--- src/rtl/temp_sample_averager.sv ---
// temp_sample_averager: die-temperature conditioning stage.
// Offset removal, clamping, windowed mean/min/max, one-entry output buffer.
module temp_sample_averager #(
   parameter int CHANNEL = 17,
   parameter int OFFSET  = 3431,
   parameter int LOG2_N  = 4
) (
   input  logic        clock_in,
   input  logic        reset_n,
   input  logic        sample_tick,
   input  logic        in_valid,
   input  logic [4:0]  in_channel,
   input  logic [11:0] in_data,
   input  logic        clear,
   output logic        out_valid,
   input  logic        out_ready,
   output logic [8:0]  out_data,
   output logic [8:0]  out_min,
   output logic [8:0]  out_max,
   output logic [7:0]  drop_count
);

   localparam int AW = 9 + LOG2_N;

   logic [AW-1:0]     acc;
   logic [LOG2_N-1:0] cnt;
   logic [8:0]        wmin;
   logic [8:0]        wmax;

   logic              accept;
   logic              first;
   logic              last;
   logic              complete;
   logic              xfer;
   logic              load;
   logic [11:0]       diff;
   logic [8:0]        s;
   logic [AW-1:0]     acc_sum;
   logic [8:0]        min_n;
   logic [8:0]        max_n;

   // Qualify the sample and derive the window-position flags.
   always_comb begin
      accept   = sample_tick && in_valid &&
                 (in_channel == 5'(CHANNEL)) && !clear;
      first    = (cnt == '0);
      last     = (cnt == '1);
      complete = accept && last;
      xfer     = out_valid && out_ready;
      load     = complete && (!out_valid || out_ready);
   end

   // Remove the offset and clamp to the 9-bit display range.
   always_comb begin
      diff = in_data - 12'(OFFSET);
      if (in_data < 12'(OFFSET)) begin
         s = 9'd0;
      end else if (diff > 12'd511) begin
         s = 9'd511;
      end else begin
         s = diff[8:0];
      end
   end

   // Running sum and extremes including the current sample.
   always_comb begin
      acc_sum = (first ? '0 : acc) + AW'(s);
      min_n   = s;
      max_n   = s;
      if (!first) begin
         if (wmin < s) min_n = wmin;
         if (wmax > s) max_n = wmax;
      end
   end

   // Window accumulator and sample counter; counter wraps after N samples.
   always_ff @(posedge clock_in or negedge reset_n) begin
      if (!reset_n) begin
         acc  <= '0;
         cnt  <= '0;
         wmin <= '0;
         wmax <= '0;
      end else if (clear) begin
         cnt <= '0;
      end else if (accept) begin
         acc  <= acc_sum;
         wmin <= min_n;
         wmax <= max_n;
         cnt  <= cnt + 1'b1;
      end
   end

   // One-entry result buffer; a full, stalled buffer keeps its old result.
   always_ff @(posedge clock_in or negedge reset_n) begin
      if (!reset_n) begin
         out_valid <= 1'b0;
         out_data  <= '0;
         out_min   <= '0;
         out_max   <= '0;
      end else if (load) begin
         out_valid <= 1'b1;
         out_data  <= acc_sum[AW-1:LOG2_N];
         out_min   <= min_n;
         out_max   <= max_n;
      end else if (xfer) begin
         out_valid <= 1'b0;
      end
   end

   // Saturating count of results discarded under backpressure.
   always_ff @(posedge clock_in or negedge reset_n) begin
      if (!reset_n) begin
         drop_count <= '0;
      end else if (clear) begin
         drop_count <= '0;
      end else if (complete && out_valid && !out_ready &&
                   (drop_count != 8'hFF)) begin
         drop_count <= drop_count + 8'd1;
      end
   end

endmodule

--- config.mk ---
export PLATFORM = sky130hd
export DESIGN_NAME = temp_sample_averager
export DESIGN_NICKNAME = d
export VERILOG_FILES = /design/src/rtl/temp_sample_averager.sv
export SDC_FILE = /design/constraint.sdc
export NUM_CORES = 1
export LEC_CHECK = 0
export BUFFER_PORTS_ARGS = -buffer_cell sky130_fd_sc_hd__buf_2
export CAP_MARGIN = 20
export CORE_MARGIN = 1
export CORE_UTILIZATION = 58
export DETAILED_ROUTE_END_ITERATION = 6
export PLACE_DENSITY = 0.82
export SYNTH_ARGS = -nofsm -noshare
export SYNTH_HDL_FRONTEND = slang
export SYNTH_SLANG_ARGS = --single-unit
export TNS_END_PERCENT = 10
--- constraint.sdc ---
create_clock -name clock_in -period 3.73 [get_ports clock_in]
set_input_delay 0.373 -clock clock_in [delete_from_list [all_inputs] [get_ports clock_in]]
set_output_delay 0.373 -clock clock_in [all_outputs]
set_load 0.01 [all_outputs]
=== Word-level counts from Yosys, hierarchy flattened ===
Index checks and enable logic that the tools add are counted.
W data, S select, Z words.

* Equal/unequal tests: 3
* Bitwise gates (word level): 1
* Add/subtract/negate cells: 4
* Reductions and logical operators: 18
* Multiplexer cells: 13
* Order comparisons: 4

{| class="wikitable"
|+ Operators by type and width
! operator !! count
|-
| $mux W9 || 6
|-
| $mux W8 || 2
|-
| $add A13 B9 Y13 || 1
|-
| $mux W13 || 1
|-
| $gt A12 B9 Y1 const B || 1
|-
| $lt A12 B12 Y1 const B || 1
|-
| $sub A12 B12 Y12 const B || 1
|-
| $gt A9 B9 Y1 || 1
|-
| $logic_and A1 B1 Y1 || 9
|-
| $lt A9 B9 Y1 || 1
|-
| $add A8 B1 Y8 const B || 1
|-
| $mux W4 || 2
|-
| $ne A8 B8 Y1 const B || 1
|-
| $reduce_bool A2 Y1 || 3
|-
| $eq A5 B5 Y1 const B || 1
|-
| $add A4 B1 Y4 const B || 1
|-
| $eq A4 B4 Y1 const B || 1
|-
| $logic_not A4 Y1 || 1
|-
| $logic_not A1 Y1 || 3
|-
| $mux W1 || 2
|-
| $reduce_and A2 Y1 || 1
|-
| $logic_or A1 B1 Y1 || 1
|-
| $not A1 Y1 || 1
|}

* Input bits: 23
* Word-level logic and storage cells: 52
* Register bits: 71

=== Depth between registers and ports, before layout ===
Gate-level depths: netlist (run 1).

* Word-level depth: 9
* Mapped depth: 17

=== Worst setup path after synthesis (run 1) ===
Ideal clock, no wire load.

* Path type: input-to-reg
* Start: input port in_data[0]
* End: register wmax[0]
* Stages on the path: 17
* Arrival: 4096 ps
* Data required time: 3605 ps
* Setup slack: -490 ps
* Library setup time: 125 ps
* Path buffers: 2
* Cell sequence: ha_1 a211oi_1 o31a_1 a211o_1 nand2_1 clkbuf_1 a21oi_1 inv_1 ha_1 nor2b_1 o21a_1 o21ai_0 a21oi_1 o311a_1 clkbuf_1 nor2_2 mux2_2

* Word-level cells in the longest chain between the ends: 7
* Elaborated cells on any way between the ends: 8
* Classes of those cells: add/sub (1); order compare (3); mux (4)

{| class="wikitable"
|+ RTL lines
! what !! RTL line !! RTL
|-
| from (decl) || 13 || <nowiki>input logic [11:0] in_data,</nowiki>
|-
| $sub A12 B12 Y12 || 55 || <nowiki>diff = in_data - 12'(OFFSET);</nowiki>
|-
| $gt A12 B9 Y1 || 58 || <nowiki>end else if (diff > 12'd511) begin</nowiki>
|-
| $mux W9 || 58 ||
|-
| $mux W9 * || 56 || <nowiki>if (in_data < 12'(OFFSET)) begin</nowiki>
|-
| $gt A9 B9 Y1 || 72 || <nowiki>if (wmax > s) max_n = wmax;</nowiki>
|-
| $mux W9 || 72 ||
|-
| $mux W9 * || 70 || <nowiki>if (!first) begin</nowiki>
|-
| to (signal assigned) || 88 || <nowiki>wmax <= max_n;</nowiki>
|-
| to (decl) || 28 || <nowiki>logic [8:0] wmax;</nowiki>
|}

Every way passes the cells marked *; elsewhere a longest branch is shown, timed or not.
A chain may end at the register's enable or synchronous reset.

=== Final worst setup path (run 1) ===
* Start: input port in_data[0]
* End: register wmax[7]

The elaborated chain is that of the path after synthesis.

==> results of run 1 <==
where the power goes:
part / total [mW] / internal [mW] / switching [mW] / leakage, nW
combinational: 0.198 / 0.0841 / 0.114 / 1.51
clock: 0.643 / 0.362 / 0.281 / 0.109
sequential: 0.797 / 0.785 / 0.0117 / 0.968
total: 1.64 / 1.23 / 0.407 / 2.59
cell type report:
type                            count  share of cell area
Inverter                           23              0.0169
Clock inverter                      3             0.00783
Multi-Input combinational cell    329               0.463
Sequential cell                    71               0.348
Timing Repair Buffer               93               0.108
Clock buffer                       13              0.0330
Tap cell                           96              0.0235
stage by stage:
step           total power, mW  setup WS, ps
6_report                  1.64           176
5_1_grt                   1.71          21.1
4_1_cts                   1.65           249
3_5_place_dp              1.01         -64.4
3_3_place_gp             0.996          39.7
2_1_floorplan            0.916          11.8
registers in the layout, summed over array words and instances (netlist names):
signal,flops
wmax,9
out_valid,1
out_data,9
cnt,4
acc,13
wmin,9
drop_count,8
out_min,9
out_max,9
cells by family (layout without fill, tap and decap cells):
family | count (synthesis) | count (layout) | synth area share
flops | 71 | 71 | 0.416
buf+inv | 38 | 132 | 0.0358
fa+ha+maj | 32 | 32 | 0.0956
compound gates | 98 | 98 | 0.145
xor+xnor | 25 | 25 | 0.0513
simple gates | 140 | 140 | 0.171
mux | 34 | 34 | 0.0853
metal layers:
metal | vias up | share of wire
met5 | - | 0
met4 | 0 | 0.014
met3 | 15 | 0.040
met2 | 80 | 0.52
met1 | 1752 | 0.42
li1 | 1723 | -
worst paths after layout:
kind,to,cells past startpoint
worst max-delay path,wmax[7],15
worst min register to register,acc[3],2
worst max register to register,out_data[2],13
max in group asynchronous,out_data[6],2
worst min-delay path,out_min[3],1
min in group clock_in,out_valid,3
synthesized netlist by cell type, drive strengths merged, types with 2 or more instances:
cell type | number | area, sq um
o211ai | 2 | 15.0
nand3 | 10 | 50.1
a211o | 5 | 43.8
or2 | 4 | 25.0
mux2 | 19 | 214
xor2 | 12 | 105
o21a | 2 | 15.0
and3 | 3 | 18.8
nor3 | 4 | 25.0
nand2 | 58 | 220
nand4 | 9 | 71.3
ha | 31 | 388
nor2b | 2 | 12.5
dfrtp | 71 | 1780
o31a | 2 | 17.5
a21oi | 31 | 159
and2 | 15 | 93.8
nor4 | 2 | 27.5
nor2 | 24 | 92.6
nand2b | 2 | 12.5
a221o | 4 | 40.0
inv | 23 | 86.3
a31oi | 3 | 18.8
buf | 4 | 25.0
xnor2 | 13 | 114
clkbuf | 11 | 41.3
mux2i | 15 | 150
a211oi | 3 | 22.5
o221ai | 3 | 26.3
a21o | 3 | 22.5
or3 | 2 | 17.5
o21ai | 30 | 150
==> flow_summary.ini, run 1 <==
[cells_and_area]
fillCellCount = 522
nets = 582
fin_cells = 628
ff_latch_area_sq_um = 1780
drive_gt1_frac = 0.273
antennaDiodeCount = 0
multiInputGateArea_sq_um = 2370
final_common_cell = dfrtp_1
fin_util = 0.736
finalInstanceArea_sq_um = 5110
area_delta_synth_final_pct = 19.8
final_cell_mix = dfrtp_1, buf_2, nand2_1

[yosys]
synth-seq-area-share = 0.416
avgSynthCellArea_sq_um = 9.74
synth_area_sq_um = 4270
synth_nets = 493
ys_warn_count = 0
synth_flop_cell = dfrtp_1
ys_types = 59
ys_ff_latch = 71
synth_edf_count = 0
synthArstFlopShare = 1.00
synthCells = 438

[global_route]
use_met2 = 0.497
grt_max_degree = 49
grt_pass1_vias = 3684
met3_usage = 0.0707
grt_usage = 0.279
use_met1 = 0.328
grt_antenna_before_repair = 0
grt_overflow_total = 0
busiest_layer = met2
grt_pass1_wl_um = 16300

[critical_path]
critical_path.cell_chain = buf_2, ha_1, a211oi_2, o31a_1, a211o_1, nand2_1, a21oi_1, inv_1, ha_1, o21a_1, o21ai_0, a21oi_1, o311a_1, nor2_4, mux2_2
timing_worst_setup_path_type = input port to flip-flop
cp_num_buf_inv = 2
critPathMaxStageDelay_ps = 410
slowest_stage = a21oi_1
setup.worst_path.start_class = input port
r2r_slack_ps = 260
critPathTopFamily = compound AO/OA/AOI/OAI gates
worstPathRequired_ps = 3970
rr_startpoint = cnt[0]
cp-end-kind = flip-flop
crit_arrival_ps = 3790
startpoint = in_data[0]
cp_max_fo = 9

[sta]
fin_hold_ws_ps = 3.61
finClkSkew_ps = 10.2
drv_slew = 0
finalCritPeriodShare = 0.953
slew_headroom = 0.612
fmax_ghz = 0.281
rsz0062_at_grt = false
hold_viol_final = 0
finalSetupViolations = 0
tns_ps = 0
worst_slew_pin_slew_ps = 581
min_period_ps = 3550

[die]
die-height_um = 87.8
core_area_sq_um = 6940
ioPinCount = 59
std_cell_rows = 30
die-area_sq_um = 7710
start_util = 0.615
die_x_um = 87.8

[cts]
path_clk_slew_ps = 80
clockRootBuffer = clkbuf_8
htreeDepth = 3
clkSinkCount = 71
clock_path_buffers = 2
clock_latency_ps = 360
ctsHoldBuffers = 0
cts_resized = 0
postCtsSetupBuffers = 0
numCtsBuffers = 9
cts_tree = done

[drt]
viasPerCell = 5.68
drtIter0Drc = 187
ant_nets = 0
drc = 0
route.vias.total = 3570
dr.pass1.iters = 4
routed_wl_um = 9680
wl_per_cell_um = 15.4

[placed_design]
placed_area_sq_um = 4900
placed_cells = 612
place_congestion = 0.894
numPortBuffers = 58
place_hpwl_um = 7150

[min_path]
hold_class = input port to async pin

[job]
drv_cap = 0

[status]
outcome = complete, no violations

[power_and_ir_drop]
ir_drop_mv = 0.262
power_density_nw_per_um2 = 320
leakage_nw = 2.59
Note: power is estimated with default switching activity, not from simulation.
==> run 2, diff against run 1 <==
Settings changed: PLACE_DENSITY 0.82 to 0.79.
==> flow_summary.ini, run 2 (synthesis gave the netlist of run 1 again) <==
[critical_path]
cp_num_buf_inv = 2
cp_max_fo = 7
crit_end = acc[6]
rr_startpoint = cnt[0]
cp-end-kind = flip-flop
reg2reg_to = out_data[8]
critPathTopFamily = compound AO/OA/AOI/OAI gates
startpoint = in_data[0]
path_depth = 16
slowest_stage = fa_1
crit_arrival_ps = 3670
r2r_slack_ps = 420
worstPathRequired_ps = 3960
critical_path.cell_chain = buf_2, ha_1, a211oi_2, o21ai_0, a211o_1, buf_4, o21ba_2, ha_1, fa_1, a21o_1, a21oi_1, nand2b_1, nand2b_1, a21oi_1, xnor2_1, mux2_2
critPathMaxStageDelay_ps = 400
timing_worst_setup_path_type = input port to flip-flop
r2r_cells = 12
setup.worst_path.start_class = input port

[drt]
routed_wl_um = 9510
viasPerCell = 5.64
wl_per_cell_um = 15.1
drc = 0
route.vias.total = 3542
ant_nets = 0
dr_wl_met2_um = 4710
dr.pass1.iters = 4
top_layer = met4
dr_wl_met3_um = 349
met1Wirelength_um = 4250
drtIter0Drc = 141

[cts]
numCtsBuffers = 9
ctsHoldBuffers = 0
clkSinkCount = 71
clockRootBuffer = clkbuf_8
path_clk_slew_ps = 80
cts_resized = 0
postCtsSetupBuffers = 0
clock_path_buffers = 2
cts_tree = done
clock_latency_ps = 360
htreeDepth = 3

[status]
outcome = complete, no violations

[sta]
fmax_ghz = 0.291
finClkSkew_ps = 11.5
hold_viol_final = 0
finalCritPeriodShare = 0.922
tns_ps = 0
worst_slew_pin_slew_ps = 794
setup_ws_ps = 290
finalSetupViolations = 0
slew_headroom = 0.470
drv_slew = 0
rsz0062_at_grt = false
min_period_ps = 3440
fin_hold_ws_ps = 104

[global_route]
grt_pass1_wl_um = 16100
grt_pass1_vias = 3553
grt_max_degree = 49
grt_usage = 0.272
grt_antenna_before_repair = 0
grt_overflow_total = 0

[cells_and_area]
drive_gt1_frac = 0.276
fin_cells = 628
nets = 582
antennaDiodeCount = 0
fin_util = 0.736
largest_register_ff_count = 13
area_delta_synth_final_pct = 19.8
final_cell_mix = dfrtp_1, buf_2, nand2_1
top_register = acc
final_common_cell = dfrtp_1
finalInstanceArea_sq_um = 5110

[power_and_ir_drop]
power.total_mw = 1.63
power_frac_seq = 0.488
switching_power_uw = 432
p_sw_frac = 0.265
leakage_nw = 2.58
power_frac_comb = 0.121
ir_drop_mv = 0.254
p_int_mw = 1.20
power_density_nw_per_um2 = 319
p_clk_frac = 0.391

[die]
core_area_sq_um = 6940
die-height_um = 87.8
std_cell_rows = 30
start_util = 0.615
die-area_sq_um = 7710
die_x_um = 87.8
ioPinCount = 59

[placed_design]
numPortBuffers = 58
placed_area_sq_um = 4900
place_congestion = 0.897
placed_cells = 612
place_ws_ps = -81.8
place_hpwl_um = 7180

[min_path]
hold_class = input port to async pin

[job]
drv_cap = 0
-- run 2: worst min path at each step --
stage,endpoint,slack (ps),cells past startpoint
6_report,out_min[6],100,1
5_1_grt,out_max[3],160,1
4_1_cts,out_max[3],120,1
3_5_place_dp,acc[4],460,2
3_3_place_gp,acc[3],440,2
2_1_floorplan,acc[0],80,0
-- run 2: metal layers --
layer,vias up,GRT usage
li1,1730,-
met1,1712,0.340
met2,83,0.473
met3,17,0.0396
met4,0,0.112
met5,-,0
-- run 2: worst reg2reg max path, stage by stage (launching register included) --
cell and delay [ps]:
dfrtp_1 400, inv_1 100, ha_1 140, or3b_2 540
buf_4 220, and2_1 170, ha_1 340, a21oi_1 90
nand2b_1 200, a2111o_1 490, a21oi_1 200, xor2_1 210
o21ai_0 90
-- run 2: final cells by class --
| type | instances | area (sq um) |
|---|---|---|
| inverter | 23 | 86.3 |
| clock inverter | 6 | 68.8 |
| sequential | 71 | 1780 |
| clock buffer | 10 | 138 |
| multi-input combinational | 329 | 2370 |
| fill | 502 | 1830 |
| timing repair buffer | 93 | 553 |
| tap | 96 | 120 |
-- run 2: power by group through the flow --
stage	clock, mW	combinational (mW)	sequential, mW
after floorplan	0	0.109	0.807
after global placement	0	0.187	0.810
after detailed placement	0	0.196	0.811
after CTS	0.653	0.197	0.796
after global routing	0.682	0.220	0.797
final	0.637	0.197	0.796
==> run 3, diff against run 2 <==
Settings changed: ABC_AREA set to 1.
==> flow_summary.ini, run 3 <==
[global_route]
grt_overflow_total = 0
grt_antenna_before_repair = 0
grt_pass1_vias = 3791
grt_pass1_wl_um = 17000
grt_usage = 0.279
grt_max_degree = 43

[placed_design]
place_hpwl_um = 7440
placed_area_sq_um = 4850
place_congestion = 0.910
numPortBuffers = 58

[cells_and_area]
top_register = acc
final_common_cell = nand2_1
drive_gt1_frac = 0.177
finalInstanceArea_sq_um = 5070
nets = 705
fillCellCount = 609
final_cell_mix = nand2_1, dfrtp_1, inv_1
area_delta_synth_final_pct = 14.0
antennaDiodeCount = 0
largest_register_ff_count = 13

[cts]
path_clk_slew_ps = 80
clock_path_buffers = 2
htreeDepth = 3
numCtsBuffers = 9
clock_latency_ps = 360
clockRootBuffer = clkbuf_8
cts_tree = done
clkSinkCount = 71
cts_resized = 0
ctsHoldBuffers = 0
postCtsSetupBuffers = 0

[sta]
fin_hold_ws_ps = 51.8
fmax_ghz = 0.314
rsz0062_at_grt = false
tns_ps = 0
min_period_ps = 3180
finClkSkew_ps = 10.6
finalCritPeriodShare = 0.854
hold_viol_final = 0
worst_slew_pin_slew_ps = 680
slew_headroom = 0.547
drv_slew = 0
finalSetupViolations = 0

[critical_path]
critPathMaxStageDelay_ps = 410
cp-end-kind = flip-flop
r2r_cells = 16
setup.worst_path.start_class = input port
cp_max_fo = 4
worstPathRequired_ps = 3930
critPathTopFamily = simple AND/OR/NAND/NOR gates
r2r_slack_ps = 570
path_common_cell = nand2_1
rr_startpoint = cnt[0]
timing_worst_setup_path_type = input port to flip-flop
reg2reg_to = acc[12]
slowest_stage = fa_1
cp_num_buf_inv = 2
critical_path.cell_chain = buf_2, ha_1, nand2_1, a21boi_2, nand3_2, nand2_1, nand2_2, nand2_2, nand3_1, nand2_1, inv_1, ha_1, fa_1, nand3_1, nand2_1, nand2_1, nand2_1, a21oi_1, nor2_1, a31o_2, nand3_1, o21ai_0
crit_arrival_ps = 3390

[yosys]
yosys-top-cells-count = nand2_1, dfrtp_1, inv_1, nand3_1, nor2_1
avgSynthCellArea_sq_um = 7.58
synthTopCellsByArea = dfrtp_1, nand2_1, ha_1
synth-seq-area-share = 0.399
synth_area_sq_um = 4450
ys_ff_latch = 71
synthArstFlopShare = 1.00
synth_most_common_cell = nand2_1
synth_flop_cell = dfrtp_1
synthCells = 587
ys_types = 38
yosysTopAreaCell = dfrtp_1
synth_nets = 642
synth_edf_count = 0
ys_warn_count = 0
synth_top_area_share = 0.399

[power_and_ir_drop]
ir_drop_mv = 0.210
leakage_nw = 2.91
power_density_nw_per_um2 = 334

[die]
start_util = 0.607
ioPinCount = 59
std_cell_rows = 31
die-height_um = 89.6
core_area_sq_um = 7330
die-area_sq_um = 8030
die_x_um = 89.6

[drt]
viasPerCell = 5.32
routed_wl_um = 10100
route.vias.total = 4014
drc = 0
dr.pass1.iters = 4
ant_nets = 0
wl_per_cell_um = 13.4
drtIter0Drc = 265

[job]
drv_cap = 0

[status]
outcome = complete, no violations

[min_path]
hold_class = input port to async pin
-- run 3: changes by cell type in the layout (fill, tap and decap cells not counted), sizes merged, moves of 16 or more --
cell and change:
mux2 -19, nand3 +41, nor2 +19, buf -28
nand2 +152, o21ai +16, inv +41
-- run 3: kinds of logic (layout without fill, tap and decap cells) --
family,count (synthesis),in the layout,share of synthesized area
xor gates and xnor gates,15,15,0.0295
AOI/OAI and AO/OA,79,79,0.101
buffers and inverters,79,147,0.0703
adders and majority gates,32,32,0.0916
and+or+nand+nor,311,311,0.308
DFF,71,71,0.399
-- run 3: per-layer routing --
layer	GRT usage	routed length, um
met5	0	0
met1	0.353	4490
met2	0.477	5010
met4	0.0895	112
met3	0.0594	471
-- run 3: per-stage QoR --
| step | power (mW) | util | setup slack, ps | instances |
|---|---|---|---|---|
| floorplan | 0.945 | - | 774 | 587 |
| global placement | 1.01 | 0.662 | 440 | 738 |
| detailed placement | 1.02 | 0.662 | 277 | 738 |
| CTS | 1.71 | 0.692 | 591 | 754 |
| global route | 1.77 | 0.692 | 249 | 754 |
| finish | 1.70 | 0.692 | 546 | 754 |
-- run 3: final cells by class --
cell class	count	area [sq um]	share of cell area
clock buffer	11	141	0.0279
clock inverter	5	81.3	0.0160
inverter	66	248	0.0488
multi-input combinational	437	2360	0.465
sequential	71	1780	0.350
tap	99	124	0.0244
timing repair buffer	65	343	0.0676
-- run 3: worst max path at each step --
stage / startpoint / to / slack [ps] / depth (start not counted)
6_report: in_data[0] / acc[12] / 550 / 22
5_1_grt: in_data[0] / acc[12] / 250 / 22
4_1_cts: cnt[0] / acc[12] / 590 / 16
3_5_place_dp: in_data[0] / acc[12] / 280 / 22
3_3_place_gp: in_data[0] / acc[12] / 440 / 22
2_1_floorplan: in_data[0] / acc[12] / 770 / 21
-- run 3: power by group --
group	switching, mW	internal (mW)	leakage, nW
Combinational	0.134	0.0672	1.86
Sequential	0.0112	0.791	0.949
Clock	0.299	0.395	0.110
Total	0.444	1.25	2.91
